[config.mk]
export PLATFORM = sky130hd
export DESIGN_NAME = mdio_responder
export DESIGN_NICKNAME = d
export VERILOG_FILES = /design/src/rtl/mdio_pkg.sv /design/src/rtl/mdio_sync_edge.sv /design/src/rtl/mdio_responder.sv
export SDC_FILE = /design/constraint.sdc
export NUM_CORES = 1
export LEC_CHECK = 0
export ABC_AREA = 0
export CAP_MARGIN = 20
export CORE_ASPECT_RATIO = 1.1
export CORE_UTILIZATION = 55
export DETAILED_ROUTE_END_ITERATION = 10
export PLACE_DENSITY = 0.86
export SLEW_MARGIN = 25
export SYNTH_ARGS = -nofsm -noshare
export SYNTH_HDL_FRONTEND = slang
export SYNTH_HIERARCHICAL = 1
export SYNTH_SLANG_ARGS = --single-unit
export TNS_END_PERCENT = 1
[constraint.sdc]
create_clock -name CLK -period 4.5 [get_ports CLK]
set_input_delay 0.9 -clock CLK [delete_from_list [all_inputs] [get_ports CLK]]
set_output_delay 0.9 -clock CLK [all_outputs]
set_load 0.02 [all_outputs]
[src/rtl/mdio_pkg.sv]
// Shared types and frame constants for the Clause 22 MDIO responder.
package mdio_pkg;

  typedef enum logic [3:0] {
    S_IDLE,
    S_ST2,
    S_OP,
    S_PHYAD,
    S_REGAD,
    S_RD_TA,
    S_RD_DATA,
    S_WR_TA,
    S_WR_DATA,
    S_SKIP
  } mdio_state_t;

  localparam logic [1:0] MDIO_OP_RD = 2'b10;
  localparam logic [1:0] MDIO_OP_WR = 2'b01;

  localparam int MDIO_PHYAD_BITS = 5;
  localparam int MDIO_REGAD_BITS = 5;
  localparam int MDIO_DATA_BITS  = 16;
  localparam int MDIO_TA_BITS    = 2;
  localparam int MDIO_SKIP_BITS  = MDIO_TA_BITS + MDIO_DATA_BITS;

endpackage

[src/rtl/mdio_sync_edge.sv]
// Two-flop synchronizers for mdCLK and MDIO with an mdCLK rising-edge pulse.
// Rise pulse appears 2 CLK after the pad edge; no backpressure.
module mdio_sync_edge (
  input  logic clk,
  input  logic rst,
  input  logic mdc,
  input  logic mdio,
  output logic rise,
  output logic bit_val
);

  logic [2:0] mdc_q;
  logic [1:0] mdio_q;

  // Reset to the idle-high bus level so leaving reset never fakes an edge.
  always_ff @(posedge clk) begin
    if (rst) begin
      mdc_q  <= '1;
      mdio_q <= '1;
    end else begin
      mdc_q  <= {mdc_q[1:0], mdc};
      mdio_q <= {mdio_q[0], mdio};
    end
  end

  assign rise    = mdc_q[1] & ~mdc_q[2];
  assign bit_val = mdio_q[1];

endmodule

[src/rtl/mdio_responder.sv]
// Clause 22 MDIO PHY-side responder: frame decode, read drive-back, write strobe.
// Acts 3 CLK after each mdCLK rise; no backpressure, a stalled mdCLK simply holds state.
module mdio_responder
  import mdio_pkg::*;
#(
  parameter logic [4:0] PHY_ADDR     = 5'd1,
  parameter int         PREAMBLE_LEN = 32
) (
  input  logic        CLK,
  input  logic        RST,
  input  logic        mdCLK,
  input  logic        mdio_i,
  output logic        mdio_o,
  output logic        mdio_oe,
  output logic [4:0]  reg_addr,
  input  logic [15:0] reg_rd_data,
  output logic        reg_wr_en,
  output logic [15:0] reg_wr_data,
  output logic        busy,
  output logic        frame_err
);

  localparam int PRE_W = $clog2(PREAMBLE_LEN + 1);

  localparam logic [4:0] PHY_LAST  = 5'(MDIO_PHYAD_BITS - 1);
  localparam logic [4:0] REG_LAST  = 5'(MDIO_REGAD_BITS - 1);
  localparam logic [4:0] TA_LAST   = 5'(MDIO_TA_BITS - 1);
  localparam logic [4:0] DATA_LAST = 5'(MDIO_DATA_BITS - 1);
  localparam logic [4:0] RD_END    = 5'(MDIO_DATA_BITS);
  localparam logic [4:0] SKIP_LAST = 5'(MDIO_SKIP_BITS - 1);

  logic mdc_rise;
  logic mdio_bit;

  mdio_sync_edge u_sync (
    .clk     (CLK),
    .rst     (RST),
    .mdc     (mdCLK),
    .mdio    (mdio_i),
    .rise    (mdc_rise),
    .bit_val (mdio_bit)
  );

  mdio_state_t state, state_nxt;
  logic [PRE_W-1:0] pre_cnt, pre_cnt_nxt;
  logic [4:0]  bit_cnt, bit_cnt_nxt;
  logic        hi_bit, hi_bit_nxt;
  logic        is_rd, is_rd_nxt;
  logic [3:0]  phy_sr, phy_sr_nxt;
  logic [15:0] shift, shift_nxt;
  logic        mdio_o_nxt, mdio_oe_nxt;
  logic [4:0]  reg_addr_nxt;
  logic        reg_wr_en_nxt;
  logic [15:0] reg_wr_data_nxt;
  logic        frame_err_nxt;
  logic        pre_sat;

  assign pre_sat = (pre_cnt == PRE_W'(PREAMBLE_LEN));
  assign busy    = (state != S_IDLE);

  always_ff @(posedge CLK) begin
    if (RST) begin
      state       <= S_IDLE;
      pre_cnt     <= '0;
      bit_cnt     <= '0;
      hi_bit      <= 1'b0;
      is_rd       <= 1'b0;
      phy_sr      <= '0;
      shift       <= '0;
      mdio_o      <= 1'b1;
      mdio_oe     <= 1'b0;
      reg_addr    <= '0;
      reg_wr_en   <= 1'b0;
      reg_wr_data <= '0;
      frame_err   <= 1'b0;
    end else begin
      state       <= state_nxt;
      pre_cnt     <= pre_cnt_nxt;
      bit_cnt     <= bit_cnt_nxt;
      hi_bit      <= hi_bit_nxt;
      is_rd       <= is_rd_nxt;
      phy_sr      <= phy_sr_nxt;
      shift       <= shift_nxt;
      mdio_o      <= mdio_o_nxt;
      mdio_oe     <= mdio_oe_nxt;
      reg_addr    <= reg_addr_nxt;
      reg_wr_en   <= reg_wr_en_nxt;
      reg_wr_data <= reg_wr_data_nxt;
      frame_err   <= frame_err_nxt;
    end
  end

  always_comb begin
    state_nxt       = state;
    pre_cnt_nxt     = (state == S_IDLE) ? pre_cnt : '0;
    bit_cnt_nxt     = bit_cnt;
    hi_bit_nxt      = hi_bit;
    is_rd_nxt       = is_rd;
    phy_sr_nxt      = phy_sr;
    shift_nxt       = shift;
    mdio_o_nxt      = mdio_o;
    mdio_oe_nxt     = mdio_oe;
    reg_addr_nxt    = reg_addr;
    reg_wr_en_nxt   = 1'b0;
    reg_wr_data_nxt = reg_wr_data;
    frame_err_nxt   = 1'b0;

    if (mdc_rise) begin
      unique case (state)
        S_IDLE: begin
          if (mdio_bit) begin
            if (!pre_sat) pre_cnt_nxt = pre_cnt + PRE_W'(1);
          end else begin
            pre_cnt_nxt = '0;
            if (pre_sat) state_nxt = S_ST2;
          end
        end

        S_ST2: begin
          if (mdio_bit) begin
            state_nxt = S_OP;
          end else begin
            frame_err_nxt = 1'b1;
            state_nxt     = S_IDLE;
          end
        end

        S_OP: begin
          if (bit_cnt == 5'd0) begin
            hi_bit_nxt  = mdio_bit;
            bit_cnt_nxt = 5'd1;
          end else begin
            bit_cnt_nxt = '0;
            if ({hi_bit, mdio_bit} == MDIO_OP_RD) begin
              is_rd_nxt = 1'b1;
              state_nxt = S_PHYAD;
            end else if ({hi_bit, mdio_bit} == MDIO_OP_WR) begin
              is_rd_nxt = 1'b0;
              state_nxt = S_PHYAD;
            end else begin
              frame_err_nxt = 1'b1;
              state_nxt     = S_IDLE;
            end
          end
        end

        // A foreign address still owns the bus for TA+DATA, so ride it out quietly.
        S_PHYAD: begin
          phy_sr_nxt = {phy_sr[2:0], mdio_bit};
          if (bit_cnt == PHY_LAST) begin
            bit_cnt_nxt = '0;
            state_nxt   = ({phy_sr, mdio_bit} == PHY_ADDR) ? S_REGAD : S_SKIP;
          end else begin
            bit_cnt_nxt = bit_cnt + 5'd1;
          end
        end

        S_REGAD: begin
          reg_addr_nxt = {reg_addr[3:0], mdio_bit};
          if (bit_cnt == REG_LAST) begin
            bit_cnt_nxt = '0;
            state_nxt   = is_rd ? S_RD_TA : S_WR_TA;
          end else begin
            bit_cnt_nxt = bit_cnt + 5'd1;
          end
        end

        S_RD_TA: begin
          if (bit_cnt != TA_LAST) begin
            bit_cnt_nxt = bit_cnt + 5'd1;
          end else begin
            bit_cnt_nxt = '0;
            mdio_oe_nxt = 1'b1;
            mdio_o_nxt  = 1'b0;
            shift_nxt   = reg_rd_data;
            state_nxt   = S_RD_DATA;
          end
        end

        S_RD_DATA: begin
          if (bit_cnt == RD_END) begin
            mdio_oe_nxt = 1'b0;
            mdio_o_nxt  = 1'b1;
            state_nxt   = S_IDLE;
          end else begin
            mdio_o_nxt  = shift[15];
            shift_nxt   = {shift[14:0], 1'b0};
            bit_cnt_nxt = bit_cnt + 5'd1;
          end
        end

        S_WR_TA: begin
          if (bit_cnt != TA_LAST) begin
            hi_bit_nxt  = mdio_bit;
            bit_cnt_nxt = bit_cnt + 5'd1;
          end else if (hi_bit && !mdio_bit) begin
            bit_cnt_nxt = '0;
            state_nxt   = S_WR_DATA;
          end else begin
            frame_err_nxt = 1'b1;
            state_nxt     = S_IDLE;
          end
        end

        S_WR_DATA: begin
          shift_nxt = {shift[14:0], mdio_bit};
          if (bit_cnt == DATA_LAST) begin
            reg_wr_data_nxt = {shift[14:0], mdio_bit};
            reg_wr_en_nxt   = 1'b1;
            state_nxt       = S_IDLE;
          end else begin
            bit_cnt_nxt = bit_cnt + 5'd1;
          end
        end

        S_SKIP: begin
          if (bit_cnt == SKIP_LAST) state_nxt = S_IDLE;
          else                      bit_cnt_nxt = bit_cnt + 5'd1;
        end

        default: state_nxt = S_IDLE;
      endcase

      if (state_nxt == S_IDLE) bit_cnt_nxt = '0;
    end
  end

endmodule

==> results of run 1 <==
per-stage QoR:
stage	area, sq um	setup slack, ns	power [mW]	util, %
6_report	3981	1.393	1.247	69.01
3_3_place_gp	3734	1.735	0.6883	64.71
4_1_cts	3961	1.419	1.251	68.66
5_1_grt	3981	1.292	1.285	69.01
3_5_place_dp	3734	1.631	0.6902	64.71
2_1_floorplan	3304	2.208	0.6602	-
registers in the layout (all words and copies together) (netlist names):
signal,cells
reg_wr_data,16
shift,16
pre_cnt,6
bit_cnt,5
reg_addr,5
phy_sr,4
state,4
u_sync/mdc_q,3
u_sync/mdio_q,2
frame_err,1
hi_bit,1
is_rd,1
mdio_o,1
mdio_oe,1
reg_wr_en,1
worst min-delay path by stage:
stage                                 from                           to  slack (ns)
6_report        u_sync/mdc_q[0]$_SDFF_PP1_   u_sync/mdc_q[1]$_SDFF_PP1_        0.42
5_1_grt         u_sync/mdc_q[0]$_SDFF_PP1_   u_sync/mdc_q[1]$_SDFF_PP1_        0.43
4_1_cts         u_sync/mdc_q[0]$_SDFF_PP1_   u_sync/mdc_q[1]$_SDFF_PP1_        0.42
3_5_place_dp   u_sync/mdio_q[0]$_SDFF_PP1_  u_sync/mdio_q[1]$_SDFF_PP1_        0.40
3_3_place_gp    u_sync/mdc_q[0]$_SDFF_PP1_   u_sync/mdc_q[1]$_SDFF_PP1_        0.39
2_1_floorplan  u_sync/mdio_q[0]$_SDFF_PP1_  u_sync/mdio_q[1]$_SDFF_PP1_        0.38
per-layer routing:
| layer | track usage [%] | vias up |
|---|---|---|
| met4 | 13.81 | 0 |
| met2 | 38.68 | 102 |
| li1 | - | 1441 |
| met5 | 0 | - |
| met3 | 4.945 | 22 |
| met1 | 30.04 | 1384 |
cell type report:
class	count	area [sq um]	area share (%)
repair buffers	48	467.9	11.75
flip-flops and latches	67	1341	33.69
inverters	12	45.04	1.131
clock inverters	4	72.57	1.823
clock buffers	12	155.1	3.897
well taps	77	96.34	2.420
multi-input cells	281	1803	45.29
layout by cell type (no fill, tap or decap), types with 8 or more instances in the layout:
master / n
a21oi_1: 27
o21ai_0: 8
clkbuf_8: 11
dfxtp_1: 67
nand2_1: 47
nor2_1: 51
clkdlybuf4s50_1: 44
mux2i_1: 24
a211oi_1: 21
inv_1: 12
power by group through the flow:
stage / Clock [mW] / Sequential, mW / Combinational, mW
6_report: 0.568 / 0.606 / 0.0722
5_1_grt: 0.601 / 0.606 / 0.0778
4_1_cts: 0.574 / 0.605 / 0.0716
3_5_place_dp: 0 / 0.619 / 0.0712
3_3_place_gp: 0 / 0.619 / 0.0695
2_1_floorplan: 0 / 0.614 / 0.0461
logic make-up after synthesis:
group                    count (synthesis)
AO/OA/AOI/OAI                           85
XOR/XNOR                                 6
adder cells (fa/ha/maj)                  7
buffers and inverters                   43
flip-flops                              67
multiplexers                            24
AND/OR/NAND/NOR                        159
==> results.md, run 1 <==
* Largest net degree at the start of global routing at 66
* DRC violation count after routing at 0
* Fmax at 321.8 MHz
* DP Wirelength at 5.066 mm
* Cells after Synth at 391
* Die area at 0.006323 sq mm
* Setup TNS Final at 0 ns
* Crit path buffers/inverters at 1
* Metal3 WL at 422 um
* CTS Buf Count at 9
* Layout Cells excl Fill at 501
* Status: finished, final reports clean
* Ys async rst share at 0%
* Initial DRC Count at 222
* FILL cells at 451
* Standard-cell rows at 29
* Synth warn at 6
* Adder-cell share of the synthesized area at 2.651%
* Clk_lat worst skew at 0.35 ns
* Routed vias/inst at 5.886
* Crit. Startpoint: state[0]$_SDFFE_PP0P_
* Routed wire length at 7.521 mm
* Cell family with most CP delay: flip-flops
* Initial Utilization at 57.28%
* Top Layer Used: met4
* Worst clock skew at 0.009330 ns
* Vias in the first global route at 2,649
* Peak VDD IR at 0.0002281 V
* CP required at 3.60 ns
* RSZ-0062 raised after global routing: no
* Sw Share at 21.87%
* CTS sink cnt at 67
* Critical Path Sink: busy
* Hold Worst Slack at 0.4181 ns
* Cell with the most instances after synthesis: dfxtp_1
* Crit path DAT at 2.21 ns
* Reg2reg path depth at 5
* Static leakage at 1.427 nW
* Area grow syn2layout at 20.48%
* M1 WL at 3.256 mm
* Most common library cells after synthesis: 67 x dfxtp_1, 51 x nor2_1, 47 x nand2_1
* Final Hold Viols at 0
* Area leader, netlist: dfxtp_1
* Synthesized flop and latch total at 67
* Slowest-stage cell, CP: dfxtp_1
* Netlist Area Pre-Place at 0.003304 sq mm
* NumNets Final at 446
* N_diodes at 0
* Period utilisation layout at 69.05%
* Total iterations of the first detailed-routing run at 4
* Longest Clk Path Bufs at 2
* Pwr/cell area at 313.1 mW/mm^2
* RePlAce Congestion at 0.9107
* Syn_area_per_cell at 8.451 sq um
* Die Height at 83.30 um
* First-pass GRT wire length at 12.10 mm
* Post-CTS Hold Fix Bufs at 0
* Placed Cells at 485
* Post-DRT Antenna Nets at 0
* Distinct cells, synth at 59
* Layout cells sized above 1 at 7.783%
* Final Critical Period at 3.107 ns
* TritonCTS clock tree: done
* WL met2 at 3.607 mm
* Post-synth top flop: dfxtp_1
* Largest family of logic cells by synthesized area: simple AND/OR/NAND/NOR gates
* Share of the synthesized area in the top cell type at 40.59%
* DR vias at 2,949
* WL/cell at 15.01 um
* Setup bufs post-CTS at 0
* Top post-synthesis cells by area: dfxtp_1 41%, mux2i_1 7.3%, nor2_1 5.8%, nand2_1 5.3%, a211oi_1 4.8%
* Mux share of post-synthesis cell area at 7.270%
* Final Max Tran Viols at 0
* Worst-path clk slew at 0.07 ns
* Synth Area in Simple Gates at 24.31%
* Gate power share at 5.8%
* Crit-path max cell delay at 0.96 ns
* Switching power at 0.2726 mW
* Max-Cap Viols at 0
* Crit-path max FO at 30
* Worst path depth at 3
* CP Capture Type: output pin
* H-tree Lvls at 3
* CP cell instances: nor2_1, nand2_1, clkdlybuf4s50_1
* Port buffer count at 45
* Cts repair resizes at 0
* EDFF count, synth at 0
* Worst-Margin Slew at 0.9668 ns
* Total nets after synthesis at 418
* Finish-stage setup viols at 0
* Register area share after synthesis at 40.59%
* Hold Path Stages at 1
* Sequential share of power at 48.6%
* R2r endpoint: bit_cnt[3]$_SDFFE_PP0P_
* CTS root buf: clkbuf_8
* Clock share of power at 45.6%
* Hold crit path type: reg -> reg
* Setup crit start kind: flip-flop
* Grt ovf at 0
* Xor and xnor area share after synthesis at 1.590%
* Antenna violations before repair at 0
* IO Count at 46
* FF-to-FF Start: state[0]$_SDFFE_PP0P_
* Internal at 0.9740 mW
* Gr usage total at 24.09%
* CP Class: reg -> out
* Worst slew margin at 35.46%
* Core outline area at 0.005769 sq mm
* Die W at 75.91 um
* Reg2reg setup slack at 1.69 ns
* Post-synthesis compound-gate area fraction at 18.14%
No activity file was read; power rests on OpenSTA's default activity.
==> run 2: changes to the inputs <==
--- a/config.mk
+++ b/config.mk
@@ -8,9 +8,9 @@
 export ABC_AREA = 0
 export CAP_MARGIN = 20
 export CORE_ASPECT_RATIO = 1.1
-export CORE_UTILIZATION = 55
+export CORE_UTILIZATION = 49
 export DETAILED_ROUTE_END_ITERATION = 10
-export PLACE_DENSITY = 0.86
+export PLACE_DENSITY = 0.82
 export SLEW_MARGIN = 25
 export SYNTH_ARGS = -nofsm -noshare
 export SYNTH_HDL_FRONTEND = slang
==> constraint.sdc (replaced) <==
create_clock -name CLK -period 2.6 [get_ports CLK]
set_input_delay 0.52 -clock CLK [delete_from_list [all_inputs] [get_ports CLK]]
set_output_delay 0.52 -clock CLK [all_outputs]
set_load 0.02 [all_outputs]
==> run 2 against run 1 <==
  * Design area increased by 2.9%
  * Non-clock buffer count increased by 11
  * Cell count increased by 3.2%
  * Critical path depth increased by 5
==> results.md, run 2 (synthesis gave the netlist of run 1 again) <==
* N_diodes at 0 (unchanged)
* Sw Share at 22.20% (+0.33 points)
* Setup bufs post-CTS at 0 (unchanged)
* Core outline area at 0.006555 sq mm (+14%)
* Static leakage at 1.495 nW (+4.7%)
* Final Hold Viols at 0 (unchanged)
* TritonCTS clock tree: done
* Commonest non-fill, non-tap cell in the layout: dfxtp_1
* Multi-input gate area at 0.001783 sq mm (-1.1%)
* RSZ-0062 raised after global routing: no
* DR vias at 2,902 (-1.6%)
* First-pass GRT wire length at 12.35 mm (+2.1%)
* CTS Buf Count at 9 (unchanged)
* Clock share of power at 47.4% (+1.8 points)
* DRC violation count after routing at 0 (unchanged)
* CTS root buf: clkbuf_8
* Clk_lat worst skew at 0.35 ns (about the same)
* Gate power share at 6.1% (+0.3 points)
* Finish-stage setup viols at 0 (unchanged)
* CP Class: reg -> reg
* CTS sink cnt at 67 (unchanged)
* Area grow syn2layout at 23.97%
* Crit-path max FO at 5 (-83%)
* Routed wire length at 7.455 mm (-0.88%)
* RePlAce Congestion at 0.9061 (-0.51%)
* Longest Clk Path Bufs at 2 (unchanged)
* IO Count at 46 (unchanged)
* Sequential share of power at 46.5% (-2.1 points)
* DP Wirelength at 5.082 mm (+0.33%)
* Hold crit path type: reg -> reg
* Peak VDD IR at 0.0004657 V (+100%)
* Worst clock skew at 0.009459 ns (+0.0001290 ns)
* FILL cells at 547 (+21%)
* Die area at 0.007077 sq mm (+12%)
* Routed vias/inst at 5.613 (-4.6%)
* Die W at 80.30 um (+5.8%)
* Pwr/cell area at 547.5 mW/mm^2 (+75%)
* Max-Cap Viols at 0 (unchanged)
* Total iterations of the first detailed-routing run at 5 (+1)
* Layout cells sized above 1 at 10.11% (+2.3 points)
* CP required at 2.85 ns (-0.75 ns)
* Worst-Margin Slew at 0.7955 ns (-0.1713 ns)
* Die Height at 88.13 um (+5.8%)
* Gr usage total at 22.70% (-1.4 points)
* Initial DRC Count at 213 (-4.1%)
* Reg2reg path depth at 8 (+3)
* Switching power at 0.4978 mW (+83%)
* Initial Utilization at 50.41% (-6.9 points)
* Vias in the first global route at 2,705 (+2.1%)
* Register area at 0.001343 sq mm (about the same)
* WL/cell at 14.42 um (-3.9%)
* Crit path DAT at 2.70 ns (+0.49 ns)
* Worst-path clk slew at 0.07 ns (about the same)
* Final Max Tran Viols at 0 (unchanged)
* Period utilisation layout at 94.37%
* Fmax at 407.6 MHz
* Biggest regs: reg_wr_data (16), shift (16), pre_cnt (6)
* Worst slew margin at 46.81% (+11 points)
* Post-DRT Antenna Nets at 0 (unchanged)
* Port buffer count at 45 (unchanged)
* Antenna violations before repair at 0 (unchanged)
* Total power at 2.243 mW (+80%)
* Standard-cell rows at 31 (+6.9%)
* Final Critical Period at 2.454 ns
* Setup crit start kind: flip-flop
* Setup TNS Final at 0 ns (unchanged)
* NumNets Final at 457 (+2.5%)
* Grt ovf at 0 (unchanged)
* Hold Path Stages at 1 (unchanged)
* Internal at 1.745 mW (+79%)
* H-tree Lvls at 3 (unchanged)
* Status: finished, final reports clean
* CP Capture Type: flip-flop
* Largest net degree at the start of global routing at 45 (-32%)
* Most frequent cells in the layout: 66 x dfxtp_1, 51 x nor2_1, 47 x nand2_1
## run 2: cell types whose count changed in the layout (fill, tap and decap cells not counted), sizes merged
cell	change
bufinv	+1
buf	+11
clkbuf	-3
inv	+2
## run 2: cell type report
class,count,share of cell area (%)
clock buffers,9,3.024
multi-input cells,281,43.52
well taps,82,2.505
flip-flops and latches,67,32.77
repair buffers,59,14.05
inverters,12,1.100
clock inverters,7,3.024
## run 2: repair_timing
| action | 4_1_cts | 5_1_grt |
|---|---|---|
| hold buffers | 0 | 0 |
| resized for setup | 0 | 1 |
| endpoints found under the hold margin | 0 | 0 |
| setup endpoints to repair | 0 | 1 |
## run 2: power groups by stage
stage	clock network (mW)	logic [mW]	registers, mW
after floorplan	0	0.0798	1.06
after global placement	0	0.133	1.07
after detailed placement	0	0.135	1.07
after CTS	1.08	0.136	1.04
after global routing	1.13	0.148	1.05
final	1.06	0.136	1.04
## run 2: final timing paths
path	start	to	slack [ns]
worst min register to register	u_sync/mdio_q[0]$_SDFF_PP1_	u_sync/mdio_q[1]$_SDFF_PP1_	0.41
worst max register to register	bit_cnt[0]$_SDFFE_PP0P_	bit_cnt[0]$_SDFFE_PP0P_	0.15
worst min-delay path	u_sync/mdio_q[0]$_SDFF_PP1_	u_sync/mdio_q[1]$_SDFF_PP1_	0.41
worst max-delay path	bit_cnt[0]$_SDFFE_PP0P_	bit_cnt[0]$_SDFFE_PP0P_	0.15
## run 2: layer usage
metal,share of wire [%],GRT usage (%)
met1,44,27.71
met2,50,37.76
met3,4.4,6.146
met4,1.4,9.416
met5,0,0
## run 2: worst max-delay path: stages, from the launching register on
cell and delay, ns:
dfxtp_1 0.35, inv_1 0.13, ha_1 0.23, or4b_4 0.49
a2111o_1 0.46, o211ai_2 0.10, nor3_2 0.07, and3_4 0.22
a2111oi_4 0.31
## run 2: stage by stage
| step | area [sq um] | util [%] | cells | hold slack, ns | worst slack [ns] |
|---|---|---|---|---|---|
| after floorplan | 3304 | - | 391 | 0.3832 | 0.3081 |
| after global routing | 4096 | 62.49 | 517 | 0.4325 | 0.02384 |
| after global placement | 3847 | 58.69 | 501 | 0.3909 | 0.2439 |
| final | 4096 | 62.49 | 517 | 0.4064 | 0.1465 |
| after detailed placement | 3847 | 58.69 | 501 | 0.3879 | 0.1609 |
| after CTS | 4095 | 62.47 | 517 | 0.4047 | 0.09930 |
